$ cat config.mk
export PLATFORM = sky130hd
export DESIGN_NAME = button_debouncer_fabric
export DESIGN_NICKNAME = d
export VERILOG_FILES = /design/src/rtl/button_debouncer_fabric.sv
export SDC_FILE = /design/constraint.sdc
export NUM_CORES = 1
export LEC_CHECK = 0
export ABC_CLOCK_PERIOD_IN_PS = 3600
export CAP_MARGIN = 10
export CORE_MARGIN = 10
export CORE_UTILIZATION = 50
export CTS_CLUSTER_SIZE = 12
export DETAILED_ROUTE_END_ITERATION = 7
export PLACE_DENSITY = 0.66
export SLEW_MARGIN = 20
export SYNTH_ARGS = -nofsm -noshare
export SYNTH_HDL_FRONTEND = slang
export SYNTH_SLANG_ARGS = --single-unit
$ cat constraint.sdc
create_clock -name clk_50mhz -period 3.6 [get_ports clk_50mhz]
set_clock_uncertainty 0.1 [all_clocks]
set_input_delay 0.72 -clock clk_50mhz [delete_from_list [all_inputs] [get_ports clk_50mhz]]
set_output_delay 0.72 -clock clk_50mhz [all_outputs]
set_load 0.02 [all_outputs]
$ cat src/rtl/button_debouncer_fabric.sv
// Push-button conditioner: 2-flop synchroniser, debounce FSM, and registered
// level / press / release / long-press outputs in the fabric clock domain.
module button_debouncer_fabric #(
  parameter int CLK_FREQ_HZ   = 50_000_000,
  parameter int DEBOUNCE_MS   = 20,
  parameter int LONG_PRESS_MS = 1000,
  parameter bit ACTIVE_LOW    = 1'b1
) (
  input  logic clk_50mhz,
  input  logic rst_n,
  input  logic btn_in,
  output logic btn_level,
  output logic press_pulse,
  output logic release_pulse,
  output logic long_press_pulse
);

  localparam int DB_CYCLES = CLK_FREQ_HZ / 1000 * DEBOUNCE_MS;
  localparam int LP_CYCLES = CLK_FREQ_HZ / 1000 * LONG_PRESS_MS;
  localparam int DB_W      = $clog2(DB_CYCLES) + 1;
  localparam int LP_W      = $clog2(LP_CYCLES) + 1;

  localparam logic [DB_W-1:0] DB_LAST = DB_W'(DB_CYCLES - 1);
  localparam logic [LP_W-1:0] LP_LAST = LP_W'(LP_CYCLES - 1);
  localparam logic [LP_W-1:0] LP_SAT  = LP_W'(LP_CYCLES);

  generate
    if (DB_CYCLES < 2 || LP_CYCLES <= DB_CYCLES) begin : g_bad_params
      $error("button_debouncer_fabric: need DB_CYCLES >= 2 and LP_CYCLES > DB_CYCLES");
    end
  endgenerate

  typedef enum logic [1:0] {
    IDLE      = 2'd0,
    PRESS_CHK = 2'd1,
    PRESSED   = 2'd2,
    REL_CHK   = 2'd3
  } state_t;

  // Synchroniser idles at the pin's released level so reset never looks like a press.
  logic r_sync1, r_sync2;
  logic w_s;

  always_ff @(posedge clk_50mhz or negedge rst_n) begin
    if (!rst_n) begin
      r_sync1 <= ACTIVE_LOW;
      r_sync2 <= ACTIVE_LOW;
    end else begin
      r_sync1 <= btn_in;
      r_sync2 <= r_sync1;
    end
  end

  assign w_s = r_sync2 ^ ACTIVE_LOW;

  state_t            r_state, w_state_nxt;
  logic [DB_W-1:0]   r_db_cnt, w_db_nxt;
  logic [LP_W-1:0]   r_lp_cnt, w_lp_nxt;
  logic              r_level, w_level_nxt;
  logic              r_press, w_press_nxt;
  logic              r_rel, w_rel_nxt;
  logic              r_long, w_long_nxt;

  always_ff @(posedge clk_50mhz or negedge rst_n) begin
    if (!rst_n) begin
      r_state  <= IDLE;
      r_db_cnt <= '0;
      r_lp_cnt <= '0;
      r_level  <= 1'b0;
      r_press  <= 1'b0;
      r_rel    <= 1'b0;
      r_long   <= 1'b0;
    end else begin
      r_state  <= w_state_nxt;
      r_db_cnt <= w_db_nxt;
      r_lp_cnt <= w_lp_nxt;
      r_level  <= w_level_nxt;
      r_press  <= w_press_nxt;
      r_rel    <= w_rel_nxt;
      r_long   <= w_long_nxt;
    end
  end

  always_comb begin
    w_state_nxt = r_state;
    w_db_nxt    = r_db_cnt;
    w_lp_nxt    = r_lp_cnt;
    w_level_nxt = r_level;
    w_press_nxt = 1'b0;
    w_rel_nxt   = 1'b0;
    w_long_nxt  = 1'b0;
    case (r_state)
      IDLE: begin
        if (w_s) begin
          w_state_nxt = PRESS_CHK;
          w_db_nxt    = '0;
        end
      end
      PRESS_CHK: begin
        if (!w_s) begin
          w_state_nxt = IDLE;
        end else if (r_db_cnt == DB_LAST) begin
          w_state_nxt = PRESSED;
          w_level_nxt = 1'b1;
          w_press_nxt = 1'b1;
          w_lp_nxt    = '0;
        end else begin
          w_db_nxt = r_db_cnt + 1'b1;
        end
      end
      PRESSED: begin
        // Saturating hold counter: the LP_LAST->LP_SAT step fires the pulse exactly once.
        if (r_lp_cnt != LP_SAT) w_lp_nxt = r_lp_cnt + 1'b1;
        if (r_lp_cnt == LP_LAST) w_long_nxt = 1'b1;
        if (!w_s) begin
          w_state_nxt = REL_CHK;
          w_db_nxt    = '0;
        end
      end
      REL_CHK: begin
        if (w_s) begin
          w_state_nxt = PRESSED;
        end else if (r_db_cnt == DB_LAST) begin
          w_state_nxt = IDLE;
          w_level_nxt = 1'b0;
          w_rel_nxt   = 1'b1;
        end else begin
          w_db_nxt = r_db_cnt + 1'b1;
        end
      end
      default: w_state_nxt = IDLE;
    endcase
  end

  assign btn_level        = r_level;
  assign press_pulse      = r_press;
  assign release_pulse    = r_rel;
  assign long_press_pulse = r_long;

endmodule
Word level (Yosys, flattened, before mapping)
Index checks and enable logic that the tools add are counted.
{"block": "totals", "elab_cells": 62, "out_inout_bits": 4, "register_bits": 56}
{"block": "classes", "muxes": 29, "add_sub_neg": 2, "n_eq_ne": 15, "reduce_logical": 7}
{"operator": "$mux 21", "count": 5}
{"operator": "$pmux 21 s4", "count": 1}
{"operator": "$mux 27", "count": 3}
{"operator": "$pmux 27 s2", "count": 1}
{"operator": "$add 27x1->27 const B", "count": 1}
{"operator": "$eq 27x26->1 const B", "count": 1}
{"operator": "$ne 27x26->1 const B", "count": 1}
{"operator": "$add 21x1->21 const B", "count": 1}
{"operator": "$eq 21x20->1 const B", "count": 1}
{"operator": "$ne 2x2->1 const B", "count": 7}
{"operator": "$mux 2", "count": 6}
{"operator": "$reduce_and 4->1", "count": 3}
{"operator": "$mux 1", "count": 11}
{"operator": "$pmux 2 s4", "count": 1}
{"operator": "$ne 3x3->1 const B", "count": 2}
{"operator": "$reduce_and 5->1", "count": 1}
{"operator": "$eq 2x2->1 const B", "count": 2}
{"operator": "$reduce_bool 2->1", "count": 2}
{"operator": "$eq 2x1->1 const B", "count": 1}
{"operator": "$logic_not 2->1", "count": 1}
{"operator": "$pmux 1 s2", "count": 1}

Longest topological paths before layout
Gate-level depths: netlist of the first run.
{"block": "depth", "ltp_word": 4, "mapped_depth": 8, "ltp_nobuf": 7}

Worst setup path after synthesis of the first run
No wires, ideal clock.
{"block": "synth_path", "kind": "reg-to-reg", "startpoint": "register r_db_cnt[7]", "endpoint": "register r_db_cnt[17]", "slack_ns": 1.466, "path_stages_with_launch": 8, "setup_ns": 0.124, "t_arrival_ns": 1.911, "path_buffers": 2, "period_less_slack_ns": 2.134, "path_cell_list": "dfrtp_1 > buf_2 > or4b_1 > nor4_2 > a21o_1 > buf_4 > nor4_1 > a211o_1"}
{"block": "synth_via", "elab_chain_cells": 4, "elab_cells_between_ends": 6, "cone_classes": "add/sub (1); eq/ne (1); mux (4)"}
{"element": "from (decl)", "line": "57", "rtl": "logic [DB_W-1:0] r_db_cnt, w_db_nxt;"}
{"element": "from (signal assigned)", "line": "75", "rtl": "r_db_cnt <= w_db_nxt;"}
{"element": "$add 21x1->21 / $eq 21x20->1 (equally long branches)"}
{"element": "$mux 21 (*)", "line": "102, 123"}
{"element": "$mux 21, on equally long branches", "line": "121, 100"}
{"element": "$pmux 21 s4 (*)", "line": "92", "rtl": "case (r_state)"}
Every way passes the cells marked *; elsewhere a longest branch is shown, timed or not. The select of a mux whose other input is x is not followed.
A chain may end at the register's enable or synchronous reset.

Worst setup path in the final report of the first run
{"block": "layout_path", "startpoint": "register r_db_cnt[7]", "endpoint": "register r_db_cnt[11]"}
The elaborated chain is that of the path after synthesis.

==> impl_metrics.toml, run 1 <==
[critical_path]
critPathRequiredTime_ns = 3.71
crit_arrival_ns = 2.65
type_of_origin_of_the_critical_path = "flip-flop"
end_kind = "flip-flop"
critical_path.max_fanout = 13
timing_worst_setup_path_type = "reg -> reg"

[synthesis]
synth_edf_count = 0
yosysWarnings = 0
synth.yosys.seq_area_share_pct = 45.63
synth.lib_cells_used.distinct = 54
syn-cell-area_mm2 = 0.003077
synthesis.instances = 344
ys_seq_elements = 56
synthArstFlopShare_pct = 100.0
ys.flop_type = "dfrtp_1"
synth.net_count = 350
syn-mean-instance-area_um2 = 8.944

[clock_tree]
numClockSinks = 56
post_cts.repair.setup_buffers = 0
clock_insertion_delay_worst_skew_ns = 0.31
depth_of_the_cts_h_tree = 2
tritoncts = "done"
cts-resized-gates = 0
clock_path_buffers = 2
cts_buffers = 5
hold_buffers = 0
clk_transition_reported_paths_ns = 0.10
cts_root_buf = "clkbuf_8"

[placement]
number_of_buffer_cells_added_on_primary_ports = 6
post-dp-hpwl_um = 4762
place.gp.congestion = 0.8998
postPlaceCellArea_mm2 = 0.003204

[global_route]
grt_start_max_net_pins = 34
global_route.overflow_total = 0
grt_antenna_before_repair = 0
first_pass_grt_wire_length_um = 11880
groute.usage.overall_pct = 14.25
grt_pass1_vias = 2571

[finish]
antenna-diode-count = 0
flow.area_growth_from_synthesis_pct = 8.093
layout-drive-gt1-share_pct = 8.000
finish.instance_area_mm2 = 0.003326
nets = 355

[sta]
period_needed_ns = 2.542
grt_setup_unrepaired = "no"
report.final.setup_viol = 0
max_slew.worst_pin.slew_ns = 0.7362
final_max_slew_viol_count = 0
report.final.hold_viol_count = 0
totalNegativeSetupSlack_ns = 0
max_freq_ghz = 0.3933
slew_headroom_pct = 50.92
post-route-period-util_pct = 70.62

[detailed_routing]
avgViaCountPerCell = 5.944
drt_pass1_iterations = 4
remaining_drc_errors = 0
num_vias = 2526
drtIter0Drc = 77
routed_wl_um = 6694
routedWlPerCell_um = 15.75
postRouteAntennaNets = 0

[power]
pwr_density_cell_mw_per_mm2 = 344.0
ir_drop_uv = 221.2
power.leakage_nw = 1.395

[flow_run]
maxCapViolCount = 0

[floorplan]
count_of_boundary_i_o_pins = 7
core_area_mm2 = 0.005956
die_w_um = 98.45
die-height_um = 98.45
start_util_pct = 51.66
design.die.area_mm2 = 0.009691
placement_rows = 28

[min_path]
hold_path.class = "reg -> reg"

[outcome]
status = "complete, no violations"
-- flip-flops by register name (all words and copies together) (netlist names), named ones only --
register          flops
r_db_cnt             21
long_press_pulse      1
press_pulse           1
btn_level             1
r_sync2               1
r_sync1               1
release_pulse         1
r_lp_cnt             27
r_state               1
-- critical path, stage by stage (launching register included) --
cell and delay [ns]:
dfrtp_1 0.49, or4b_1 0.55, nor4_2 0.36, a21o_1 0.43, buf_4 0.24, o21ai_0 0.10, a22o_1 0.18
-- metrics by stage --
step	power, W	setup slack [ns]	std cells	hold WS [ns]	utilization [%]
after floorplan	0.0006939	1.466	344	0.2452	-
after global placement	0.0007184	1.134	417	0.2456	53.80
after detailed placement	0.0007203	1.092	417	0.2473	53.80
after CTS	0.001161	1.093	425	0.2617	55.84
after global routing	0.001189	0.9384	425	0.2688	55.84
final	0.001144	1.058	425	0.2615	55.84
-- Yosys cell counts, drive strengths merged (4+ instances only) --
cell type / n / share of area, %
nand2b: 4 / 0.81
buf: 7 / 1.4
nor4: 17 / 3.9
nand2: 43 / 5.2
o21ai: 20 / 3.3
and4: 4 / 1.1
and3: 7 / 1.4
or3: 7 / 1.5
nand4: 13 / 3.1
inv: 12 / 1.5
nor2: 33 / 4.0
dfrtp: 54 / 44
xor2: 7 / 2.0
clkbuf: 8 / 0.98
mux2i: 5 / 1.6
nor3: 14 / 2.3
a21oi: 11 / 1.8
xnor2: 14 / 4.0
nand3: 23 / 3.7
-- cells by family after synthesis --
group / Yosys count / synth area share (%)
and+or+nand+nor: 184 / 32.09
adders and majority gates: 3 / 1.220
muxes: 6 / 1.993
buffers and inverters: 27 / 3.863
xor gates and xnor gates: 21 / 5.978
AOI/OAI and AO/OA: 47 / 9.232
DFF: 56 / 45.63
-- placed cells by master (no fill, tap or decap), types with 11 or more instances in the layout --
cell type  instances
xnor2_1           14
nand3_1           23
a21oi_1           11
nand4_1           11
inv_1             12
nor4_1            15
dfrtp_1           54
nand2_1           43
nor3_1            14
nor2_1            33
o21ai_0           19
-- worst paths after layout --
check                      cells past startpoint      endpoint         from  slack (ns)
min in group asynchronous                      1  r_lp_cnt[22]        rst_n        0.36
min reg2reg                                    0       r_sync2      r_sync1        0.26
min                                            0       r_sync2      r_sync1        0.26
max                                            6  r_db_cnt[11]  r_db_cnt[7]        1.06
max in group asynchronous                      2   r_db_cnt[9]        rst_n        2.24
max reg2reg                                    6  r_db_cnt[11]  r_db_cnt[7]        1.06
-- routing by layer --
metal | global-route usage (%) | vias up | share of wire (%)
li1 | - | 1245 | -
met1 | 16.35 | 1230 | 45
met2 | 25.77 | 42 | 51
met3 | 2.654 | 9 | 2.8
met4 | 4.851 | 0 | 1.5
met5 | 0 | - | 0
-- where the power goes --
group          internal [W]  switching (W)  total [W]  leakage (nW)
Combinational     0.0000154      0.0000359  0.0000513         0.563
Sequential         0.000640      0.0000148   0.000655         0.771
Clock              0.000228       0.000210   0.000438        0.0614
Total              0.000884       0.000261    0.00114          1.40
-- cell type report --
class	count	area [um^2]
clock buffer	6	82.58
clock inverter	2	38.79
fill	554	2630
inverter	12	45.04
multi-input combinational	261	1554
sequential	56	1404
tap	75	93.84
timing repair buffer	13	107.6
Power figures use the tool's default switching activity.
==> run 2: changes to the inputs <==
Settings changed: ABC_CLOCK_PERIOD_IN_PS 3600 to 2200, PLACE_DENSITY 0.66 to 0.69.
Clock period 3.6 ns to 2.2 ns, I/O delays scaled along.
==> impl_metrics.toml, run 2 (same netlist as run 1, synthesis figures left out) <==
[clock_tree]
cts_root_buf = "clkbuf_8"
depth_of_the_cts_h_tree = 2
numClockSinks = 56
cts_buffers = 5
tritoncts = "done"
clk_transition_reported_paths_ns = 0.09
clock_insertion_delay_worst_skew_ns = 0.31
clock_path_buffers = 2

[critical_path]
end_kind = "flip-flop"
type_of_origin_of_the_critical_path = "flip-flop"
timing_worst_setup_path_type = "reg -> reg"
critical_path.max_fanout = 3
crit_arrival_ns = 2.24
critPathRequiredTime_ns = 2.35

[sta]
slew_headroom_pct = 67.76
totalNegativeSetupSlack_ns = 0
grt_setup_unrepaired = "no"
report.final.hold_viol_count = 0
final_max_slew_viol_count = 0
period_needed_ns = 2.091
max_slew.worst_pin.slew_ns = 0.4771
max_freq_ghz = 0.4783
report.final.setup_viol = 0
tightest_hold_margin_ns = 0.2669
post-route-period-util_pct = 95.04

[placement]
place.gp.congestion = 0.9532
post-dp-hpwl_um = 5417
postPlaceCellArea_mm2 = 0.003427
number_of_buffer_cells_added_on_primary_ports = 6

[floorplan]
count_of_boundary_i_o_pins = 7
die_w_um = 98.45
start_util_pct = 51.66
design.die.area_mm2 = 0.009691
placement_rows = 28
core_area_mm2 = 0.005956
die-height_um = 98.45

[global_route]
grt_pass1_vias = 2753
global_route.usage.met1_pct = 17.84
grt_antenna_before_repair = 0
grt.busiest_layer = "met2"
grt_use_met3_pct = 3.073
global_route.overflow_total = 0
global_route.usage.met2_pct = 27.99
first_pass_grt_wire_length_um = 12850
groute.usage.overall_pct = 15.57
grt_start_max_net_pins = 24

[finish]
registers.top_by_ff_count = "r_lp_cnt"
layout.cells.most_common = "dfrtp_1"
reg_top3 = "r_lp_cnt x27, r_db_cnt x21"
nets = 385
finish.instance_area_mm2 = 0.003567
layout-drive-gt1-share_pct = 16.58
final_cell_mix = "dfrtp_1 (52), nand2_1 (43), buf_4 (35)"
flow.area_growth_from_synthesis_pct = 15.94
antenna-diode-count = 0
filler_cell_count = 523
flip_flop_count_of_the_largest_register_after_layout = 27

[detailed_routing]
drtIter0Drc = 104
routed_wl_um = 7233
drt_pass1_iterations = 4
postRouteAntennaNets = 0
avgViaCountPerCell = 5.890
routedWlPerCell_um = 15.90
num_vias = 2680
remaining_drc_errors = 0

[power]
power.share.switching_pct = 24.19
power.clock.fraction_pct = 33.3
pwr_density_cell_mw_per_mm2 = 502.5
internal_power_w = 0.001359
combinationalPowerShare_pct = 7.4
seq_power_share_pct = 59.2
power.leakage_nw = 1.539
ir_drop_uv = 325.4
total_switching_power_w = 0.0004337

[min_path]
hold_path.class = "reg -> reg"

[outcome]
status = "complete, no violations"

[flow_run]
maxCapViolCount = 0
==> run 2: changes by cell type in the layout (fill, tap and decap cells not counted), moves of 2 or more <==
| cell | delta |
|---|---|
| buf_4 | +28 |
| dfrtp_1 | -2 |
| dfrtp_2 | +2 |
| o21ai_0 | -2 |
==> run 2: per-stage QoR <==
stage               worst slack (ns)  total power, W  cells  util, %
floorplan                    0.06551        0.001135    344        -
global placement              0.1072        0.001208    445    57.54
detailed placement           0.05928        0.001213    445    57.54
CTS                          0.03418        0.001808    454    59.29
global route                0.009804        0.001871    455    59.89
finish                        0.1092        0.001793    455    59.89
==> run 2: routing by layer <==
layer | up-vias | part of all wire (%)
li1 | 1303 | -
met1 | 1307 | 43
met2 | 53 | 52
met3 | 17 | 2.8
met4 | 0 | 2.4
met5 | - | 0
==> run 2: cell type report <==
class | instances | area, um^2 | area share (%)
multi-input combinational | 261 | 1580 | 44.30
clock inverter | 1 | 7.507 | 0.2105
tap | 75 | 93.84 | 2.631
sequential | 56 | 1406 | 39.42
clock buffer | 7 | 86.33 | 2.420
inverter | 12 | 45.04 | 1.263
timing repair buffer | 43 | 347.8 | 9.751
==> run 2: power by group through the flow <==
stage	registers (W)	clock network, W	logic [W]
2_1_floorplan	0.00108	0	0.0000533
3_3_place_gp	0.00108	0	0.000128
3_5_place_dp	0.00108	0	0.000132
4_1_cts	0.00106	0.000613	0.000133
5_1_grt	0.00106	0.000657	0.000150
6_report	0.00106	0.000597	0.000133
==> run 2: final timing paths <==
path / start / endpoint / slack (ns) / cells after the start
min: r_sync1 / r_sync2 / 0.27 / 0
min reg2reg: r_sync1 / r_sync2 / 0.27 / 0
max in group asynchronous: rst_n / r_db_cnt[10] / 0.90 / 3
max: r_db_cnt[1] / r_db_cnt[14] / 0.11 / 6
min in group asynchronous: rst_n / r_lp_cnt[5] / 0.46 / 2
max reg2reg: r_db_cnt[1] / r_db_cnt[14] / 0.11 / 6
==> run 2: what timing repair did <==
item	CTS	global route
gates resized for setup	0	10
endpoints found under the setup margin	0	20
hold buffers	1	0
buffers inserted	0	1
endpoints found under the hold margin	14	0
==> run 2: worst max-delay path: stages (launching register included) <==
cell	delay, ns
dfrtp_1	0.37
ha_2	0.20
nand2_1	0.08
or4_4	0.54
or2_0	0.25
or4_1	0.40
nand3_1	0.09
